## src/rtl/dummy_cp_pkg.sv

```systemverilog
// Shared types for the streaming copy kernel: default pixel width,
// pixel type and the iteration FSM state encoding.
package dummy_cp_pkg;

    localparam int DEFAULT_WIDTH = 16;

    typedef logic [DEFAULT_WIDTH-1:0] pixel_t;

    typedef enum logic [1:0] {
        IDLE  = 2'd0,
        RUN   = 2'd1,
        DRAIN = 2'd2,
        DONE  = 2'd3
    } state_t;

endpackage

```

## src/rtl/dummy_cp_delay_pipe.sv

```systemverilog
// LATENCY-stage valid+data shift register. rst clears valids and data,
// clr clears only the valids (data stages keep whatever they held).
// drain_empty reports that every stage will be empty after the next edge.
module dummy_cp_delay_pipe
    import dummy_cp_pkg::*;
#(
    parameter int WIDTH   = DEFAULT_WIDTH,
    parameter int LATENCY = 1
) (
    input  logic             clk,
    input  logic             rst,
    input  logic             clr,
    input  logic             in_valid,
    input  logic [WIDTH-1:0] in_data,
    output logic             out_valid,
    output logic [WIDTH-1:0] out_data,
    output logic             drain_empty
);

    logic [LATENCY-1:0] vld;
    logic [WIDTH-1:0]   dat [LATENCY];

    // Shift valids every edge; a data stage only moves when its upstream stage
    // is valid, so the output data holds its last value between strobes.
    always_ff @(posedge clk) begin
        if (rst) begin
            vld <= '0;
            for (int i = 0; i < LATENCY; i++) begin
                dat[i] <= '0;
            end
        end else if (clr) begin
            vld <= '0;
        end else begin
            vld[0] <= in_valid;
            if (in_valid) begin
                dat[0] <= in_data;
            end
            for (int i = 1; i < LATENCY; i++) begin
                vld[i] <= vld[i-1];
                if (vld[i-1]) begin
                    dat[i] <= dat[i-1];
                end
            end
        end
    end

    // Nothing is entering and no stage except the last one holds a pixel,
    // so after this edge the whole pipe is empty.
    always_comb begin
        drain_empty = !in_valid;
        for (int i = 0; i < LATENCY - 1; i++) begin
            if (vld[i]) begin
                drain_empty = 1'b0;
            end
        end
    end

    assign out_valid = vld[LATENCY-1];
    assign out_data  = dat[LATENCY-1];

endmodule

```

## src/rtl/dummy_cp_app_in_cgra_1_core.sv

```systemverilog
// Streaming copy kernel: walks an IMG_W x IMG_H domain, reading one pixel per
// cycle and emitting it unchanged LATENCY edges later. Statically scheduled,
// no back-pressure. rst_n is a synchronous ACTIVE-HIGH reset despite its name.
// Optional macro DUMMY_CP_DONE_EN adds a 'done' output that is high in DONE.
module dummy_cp_app_in_cgra_1_core
    import dummy_cp_pkg::*;
#(
    parameter int WIDTH       = DEFAULT_WIDTH,
    parameter int IMG_W       = 64,
    parameter int IMG_H       = 64,
    parameter int LATENCY     = 1,
    parameter int START_DELAY = 0
) (
    input  logic             clk,
    input  logic             rst_n,
    input  logic             flush,
`ifdef DUMMY_CP_DONE_EN
    output logic             done,
`endif
    output logic             dummy_cp_app_in_cgra_1_dummy_cp_app_in_cgra_1_update_0_write_valid,
    output logic [WIDTH-1:0] dummy_cp_app_in_cgra_1_dummy_cp_app_in_cgra_1_update_0_write [0:0],
    output logic             raw_oc_raw_update_0_read_en,
    input  logic [WIDTH-1:0] raw_oc_raw_update_0_read [0:0]
);

    localparam int XW = (IMG_W > 1) ? $clog2(IMG_W) : 1;
    localparam int YW = (IMG_H > 1) ? $clog2(IMG_H) : 1;
    localparam int DW = (START_DELAY > 0) ? $clog2(START_DELAY + 1) : 1;

    localparam logic [XW-1:0] X_LAST   = XW'(IMG_W - 1);
    localparam logic [YW-1:0] Y_LAST   = YW'(IMG_H - 1);
    localparam logic [DW-1:0] DLY_LAST = DW'(START_DELAY);

    state_t        state;
    logic [XW-1:0] x;
    logic [YW-1:0] y;
    logic [DW-1:0] dly;
    logic          restart;
    logic          read_en;
    logic          pipe_empty;

    // Reset and flush both restart the iteration; reading is suppressed in
    // that cycle so a discarded capture never enters the pipe.
    assign restart = rst_n | flush;
    assign read_en = (state == RUN) && !restart;

    assign raw_oc_raw_update_0_read_en = read_en;

`ifdef DUMMY_CP_DONE_EN
    assign done = (state == DONE) && !restart;
`endif

    // Iteration FSM with the start-delay counter and the x/y domain walk.
    always_ff @(posedge clk) begin
        if (restart) begin
            state <= IDLE;
            x     <= '0;
            y     <= '0;
            dly   <= '0;
        end else begin
            case (state)
                IDLE: begin
                    if (dly == DLY_LAST) begin
                        state <= RUN;
                    end else begin
                        dly <= dly + DW'(1);
                    end
                end
                RUN: begin
                    if (x == X_LAST) begin
                        x <= '0;
                        if (y == Y_LAST) begin
                            y     <= '0;
                            state <= DRAIN;
                        end else begin
                            y <= y + YW'(1);
                        end
                    end else begin
                        x <= x + XW'(1);
                    end
                end
                DRAIN: begin
                    if (pipe_empty) begin
                        state <= DONE;
                    end
                end
                DONE: begin
                    state <= DONE;
                end
                default: state <= IDLE;
            endcase
        end
    end

    dummy_cp_delay_pipe #(
        .WIDTH   (WIDTH),
        .LATENCY (LATENCY)
    ) u_pipe (
        .clk         (clk),
        .rst         (rst_n),
        .clr         (flush),
        .in_valid    (read_en),
        .in_data     (raw_oc_raw_update_0_read[0]),
        .out_valid   (dummy_cp_app_in_cgra_1_dummy_cp_app_in_cgra_1_update_0_write_valid),
        .out_data    (dummy_cp_app_in_cgra_1_dummy_cp_app_in_cgra_1_update_0_write[0]),
        .drain_empty (pipe_empty)
    );

endmodule

```

## config.mk

```make
export PLATFORM = sky130hd
export DESIGN_NAME = dummy_cp_app_in_cgra_1_core
export DESIGN_NICKNAME = d
export VERILOG_FILES = /design/src/rtl/dummy_cp_pkg.sv /design/src/rtl/dummy_cp_delay_pipe.sv /design/src/rtl/dummy_cp_app_in_cgra_1_core.sv
export SDC_FILE = /design/constraint.sdc
export NUM_CORES = 1
export LEC_CHECK = 0
export BUFFER_PORTS_ARGS = -buffer_cell sky130_fd_sc_hd__buf_2
export CORE_ASPECT_RATIO = 0.9
export CORE_MARGIN = 1.5
export CORE_UTILIZATION = 36
export DETAILED_ROUTE_END_ITERATION = 8
export PLACE_DENSITY = 0.66
export SYNTH_ARGS = -nofsm -noshare
export SYNTH_HDL_FRONTEND = slang
export SYNTH_SLANG_ARGS = --single-unit
```

## constraint.sdc

```tcl
create_clock -name clk -period 1.6 [get_ports clk]
set_clock_uncertainty 0.05 [all_clocks]
set_input_delay 0.16 -clock clk [delete_from_list [all_inputs] [get_ports clk]]
set_output_delay 0.16 -clock clk [all_outputs]
set_load 0.02 [all_outputs]
```

Word-level counts from Yosys, hierarchy flattened --
Memories as Yosys holds them, arrays and structs flattened. Cells that the tools add are included.
Cells by class: eq/ne operators 9, bitwise operators 1, muxes and demuxes 16, add/sub/neg operators 3, reductions and logical operators 7
Operator list (number):
- 2-to-1 mux 16 bit | 1
- OR reduction 16 bit | 1
- adder 6 x 1 -> 6 bit, second input constant | 2
- == test 6 bit, second input constant | 2
- 2-to-1 mux 6 bit | 2
- 2-to-1 mux 1 bit | 8
- 2-to-1 mux 2 bit | 4
- one-hot mux 2 bit (4 select lines) | 1
- == test 2 bit, second input constant | 2
- != test 2 x 1 -> 1 bit, second input constant | 2
- != test 2 bit, second input constant | 2
- AND reduction 4 bit | 1
- == test 2 x 1 -> 1 bit, second input constant | 1
- zero test 2 bit | 1
- AND reduction 2 bit | 1
- OR reduction 2 bit | 1
- adder 1 bit, second input constant | 1
- logical AND 1 bit | 1
- zero test 1 bit | 1
- bitwise OR 1 bit | 1
Word-level totals: memories 1, flip-flop bits (word level) 16, output and inout port bits 18, bits in writable memories 16
Memories:
- u_pipe.dat | words 1, bits a word 16, read ports 1, clocked after memory_dff 0, write ports 1, line dummy_cp_delay_pipe.sv:21 | logic [WIDTH-1:0] dat [LATENCY];

Longest topological paths before layout --
depth in word-level cells 9, mapped depth 5, gate-level depth less buffers 5

Cells and area by module --
From an unflattened synthesis, not the netlist that was laid out.
Second synthesis, totals: cells, all modules 124, area total of the unflattened synthesis 1393.8 um2
By module, submodules not included:
- dummy_cp_app_in_cgra_1_core | cells each 87, instances 1, area each 732.0 um2, sequential area each 280.3 um2
- dummy_cp_delay_pipe | cells each 37, instances 1, area each 661.9 um2, sequential area each 500.5 um2

Least setup slack after synthesis --
OpenSTA, ideal clock, no wires.
path type input to register, start point input flush, end point memory u_pipe.dat[0][0] (netlist name), enable pin, data required time 1.216 ns, setup time 0.334 ns, setup slack -0.067 ns, stages on the path 4, arrival 1.284 ns, cells stage by stage or2_2 -> buf_2 -> nor2_1 -> or2_2
Between the ends: word-level cells in the longest chain between the ends 9
Ends and longest elaborated chain:
- start, declared | line dummy_cp_app_in_cgra_1_core.sv:16 | input logic flush,
- bitwise OR 1 bit * | line dummy_cp_app_in_cgra_1_core.sv:44 | assign restart = rst_n | flush;
- zero test 1 bit * | line dummy_cp_app_in_cgra_1_core.sv:45 | assign read_en = (state == RUN) && !restart;
- logical AND 1 bit * | line dummy_cp_app_in_cgra_1_core.sv:45
- named net raw_oc_raw_update_0_read_en | line dummy_cp_app_in_cgra_1_core.sv:22 | output logic raw_oc_raw_update_0_read_en,
- 2-to-1 mux 1 bit * | line dummy_cp_delay_pipe.sv:35 | if (in_valid) begin
- 2-to-1 mux 1 bit * | line dummy_cp_delay_pipe.sv:31 | end else if (clr) begin
- 2-to-1 mux 1 bit * | line dummy_cp_delay_pipe.sv:26 | if (rst) begin
- 2-to-1 mux 1 bit (not written as such) * | line dummy_cp_delay_pipe.sv:36 | dat[0] <= in_data;
- OR reduction 16 bit (no line)
- 2-to-1 mux 1 bit (no line) *
- end, declared | line dummy_cp_delay_pipe.sv:21
Mark *: on every way through the listed nets, which the timed path passes. The rest lies on a longest branch.

Worst setup path after layout --
start point register y[0], end point register y[3]
Between the ends: word-level cells in the longest chain between the ends 2
Ends and longest elaborated chain:
- start, declared | line dummy_cp_app_in_cgra_1_core.sv:36 | logic [YW-1:0] y;
- start signal, assigned | line dummy_cp_app_in_cgra_1_core.sv:76 | y <= y + YW'(1);
- adder 6 x 1 -> 6 bit or == test 6 bit (tied branches) | line dummy_cp_app_in_cgra_1_core.sv:76, dummy_cp_app_in_cgra_1_core.sv:72
- 2-to-1 mux 6 bit * | line dummy_cp_app_in_cgra_1_core.sv:72 | if (y == Y_LAST) begin
Mark *: on every way between the ends. The rest lies on a longest branch, timed or not. A chain may end at the register's enable or synchronous reset.

==> results.py <==
metrics = {
    "critical_path": {
        "setup.worst_path.end": "y[3]$_SDFFE_PP0P_",
        "r2r_end": "y[3]$_SDFFE_PP0P_",
        "rrSetupSlack_ps": 90,
        "cp_max_fo": 4,
        "crit_required_ps": 1720,
        "critPathLaunchType": "register",
        "arrival_ps": 1630,
        "critPathCaptureType": "register",
        "critPathKind": "register to register",
        "crit_chain": "ha_1, nand3_1, or2_2, o21ai_4, nor2_1",
        "crit_start": "y[0]$_SDFFE_PP0P_",
        "cp_top_family": "simple AND/OR/NAND/NOR gates",
        "cp_slowest_stage_delay_ps": 410,
        "path_buf_inv": 0,
        "slowest_stage": "dfxtp_1",
        "r2r_cells": 5,
        "crit_cells": 5,
        "reg2reg_from": "y[0]$_SDFFE_PP0P_",
    },
    "power": {
        "p_leak_nw": 0.7412,
        "powerDensity_nw_per_um2": 934.4,
        "ir_drop_mv": 0.5861,
        "total_power_mw": 1.542,
    },
    "clocking": {
        "clkTransAtPathRegs_ps": 60,
        "hold_buffers": 0,
        "clockBufferDepth": 2,
        "post-cts-setup-buffer-count": 0,
        "clock_latency_ps": 280,
        "cts.sinks": 31,
        "h-tree-depth": 2,
        "cts_tree": "done",
        "cts_buffers": 5,
        "cts-root-buf": "clkbuf_8",
    },
    "global_routing": {
        "grt_pass1_wl_um": 4126,
        "grt-ovfl-total": 0,
        "grt_antenna_before_repair": 0,
        "grt_max_degree": 21,
        "grt_pass1_vias": 933,
        "grtUsageTotal_pct": 14.31,
    },
    "yosys": {
        "syn_area_um2": 1320,
        "syn_inst": 117,
        "ys_top_cells_by_area": "edfxtp_1 (36%), dfxtp_1 (23%), and3_1 (7.6%)",
        "syn-num-nets": 138,
        "ys_seq_elements": 31,
        "synth_area_per_cell_um2": 11.28,
        "synth_seq_area_share_pct": 59.15,
        "yosysTopAreaCellShare_pct": 36.40,
        "ys_types": 30,
        "yosys.area.top_type": "edfxtp_1",
        "ys_warn_count": 0,
    },
    "drt": {
        "wl_per_cell_um": 12.40,
        "drt_wl_total_um": 2530,
        "vias_per_cell": 4.858,
        "drc": 0,
        "drtIter0Drc": 32,
        "num_vias": 991,
        "dr.pass1.iters": 4,
        "antenna_left": 0,
    },
    "place": {
        "port_buffers": 36,
        "placed_cell_area_um2": 1563,
        "dp_hpwl_um": 1835,
        "gp_congestion": 0.8407,
    },
    "timing": {
        "clock.fmax_ghz": 0.6622,
        "slew-limit-headroom_pct": 65.14,
        "hold_viol": 0,
        "maxSlewViolCount": 0,
        "finalSetupTns_ps": 0,
        "fin_crit_ps": 1510,
        "rsz0062_at_grt": "no",
        "setup_viol": 0,
        "worstMarginPinSlew_ps": 522.9,
        "fin_crit_sh_pct": 94.39,
    },
    "layout": {
        "nNetsFinal": 180,
        "final_area_um2": 1650,
        "drive_gt1_share_pct": 34.38,
        "n_fill_cell": 333,
        "area_growth_pct": 25.02,
        "post-route-util_pct": 47.79,
        "n_antenna_cell": 0,
    },
    "floorplan": {
        "die_w_um": 66.83,
        "die_y_um": 60.45,
        "io_pins": 37,
        "start_util_pct": 38.22,
        "coreArea_um2": 3453,
        "rows": 20,
        "dieArea_um2": 4040,
    },
    "worst_hold_path": {
        "hold_path_class": "primary input to register",
    },
    "outcome": {
        "outcome": "completed",
    },
    "flow_run": {
        "cap_violations": 0,
    },
}
-- area by class of cell --
class	instances	area, um2	share of cell area [%]
flip-flops and latches	31	780.7	47.31
clock inverters	2	7.507	0.4549
well taps	44	55.05	3.336
multi-input cells	78	516.7	31.31
repair buffers	39	202.7	12.28
clock buffers	6	72.57	4.397
inverters	4	15.01	0.9098
-- metal layers --
metal / vias to the layer above / GRT usage [%] / routed length [um]
li1: 498 / - / -
met1: 458 / 15.47 / 1028
met2: 27 / 24.29 / 1240
met3: 8 / 5.195 / 198
met4: 0 / 8.746 / 63
met5: - / 0 / 0
-- stage by stage --
step	cells	worst slack [ps]	hold WS, ps
global route	204	22.78	131.0
detailed placement	196	86.64	414.8
global placement	196	142.3	409.9
floorplan	117	3.436	327.2
CTS	204	72.02	127.1
finish	204	89.78	132.8
-- cell families after synthesis --
logic type               share of synthesized area [%]
flip-flops                                       59.15
buffers and inverters                            2.464
XOR/XNOR                                         4.645
AO/OA/AOI/OAI                                    4.551
adder cells (fa/ha/maj)                          1.895
AND/OR/NAND/NOR                                  27.30
-- power by group --
part	internal, mW	switching (mW)
registers	0.860	0.00761
clock network	0.295	0.258
logic	0.0459	0.0748
-- repair_timing --
| item | in CTS | in global routing |
|---|---|---|
| resized for setup | 0 | 1 |
| endpoints found under the hold margin | 0 | 0 |
| setup endpoints to repair | 0 | 3 |
-- state kept, by name, indices dropped and copies added (netlist names) --
| name | cells |
|---|---|
| u_pipe.out_valid | 1 |
| x | 6 |
| y | 6 |
| u_pipe.dat | 16 |
| state | 2 |
-- cells in the final DEF (no fill, tap or decap), types with 2 or more instances in the layout --
| cell | Yosys | routed |
|---|---|---|
| dfxtp_1 | 15 | 15 |
| buf_4 | 0 | 3 |
| nand4_1 | 2 | 2 |
| clkbuf_8 | 0 | 5 |
| nor2_2 | 2 | 2 |
| xnor2_1 | 5 | 5 |
| buf_2 | 2 | 36 |
| nor3_1 | 3 | 3 |
| or2_2 | 4 | 3 |
| a21oi_1 | 4 | 4 |
| nand3_1 | 5 | 5 |
| clkinv_1 | 0 | 2 |
| and3_1 | 16 | 16 |
| inv_1 | 4 | 4 |
| xor2_1 | 2 | 2 |
| ha_1 | 2 | 2 |
| nand2_1 | 8 | 8 |
| edfxtp_1 | 16 | 16 |
| nor2_1 | 11 | 11 |
| o21ai_0 | 2 | 2 |
-- cells in the mapped netlist --
cell type,count
xnor2_1,5
and2b_1,1
nand4_1,2
o21a_1,1
and3_1,16
a21boi_0,1
or3_1,1
o21ai_2,1
nand2b_1,1
nand2_1,8
a31oi_1,1
nor3_2,1
nor4_4,1
xor2_1,2
nor2_2,2
or2_2,4
clkbuf_1,2
nand3_1,5
nand3_4,1
nor3_1,3
edfxtp_1,16
o21ai_0,2
nor2_1,11
or2_1,1
buf_2,2
ha_1,2
inv_1,4
dfxtp_1,15
nand4b_4,1
a21oi_1,4
-- worst min path at each step --
stage | start | to | cells after the start
2_1_floorplan | rst_n | y[5]$_SDFFE_PP0P_ | 3
3_3_place_gp | raw_oc_raw_update_0_read[14] | u_pipe.dat[0][14]$_SDFFCE_PN0P_ | 2
6_report | raw_oc_raw_update_0_read[9] | u_pipe.dat[0][9]$_SDFFCE_PN0P_ | 2
3_5_place_dp | raw_oc_raw_update_0_read[2] | u_pipe.dat[0][2]$_SDFFCE_PN0P_ | 2
5_1_grt | raw_oc_raw_update_0_read[9] | u_pipe.dat[0][9]$_SDFFCE_PN0P_ | 2
4_1_cts | raw_oc_raw_update_0_read[9] | u_pipe.dat[0][9]$_SDFFCE_PN0P_ | 2
-- worst register-to-register path, stage by stage (launching register included) --
cell and delay [ps]:
dfxtp_1 410, ha_1 210, nand3_1 100, or2_2 360, o21ai_4 200, nor2_1 70
Note: power is estimated with default switching activity, not from simulation.
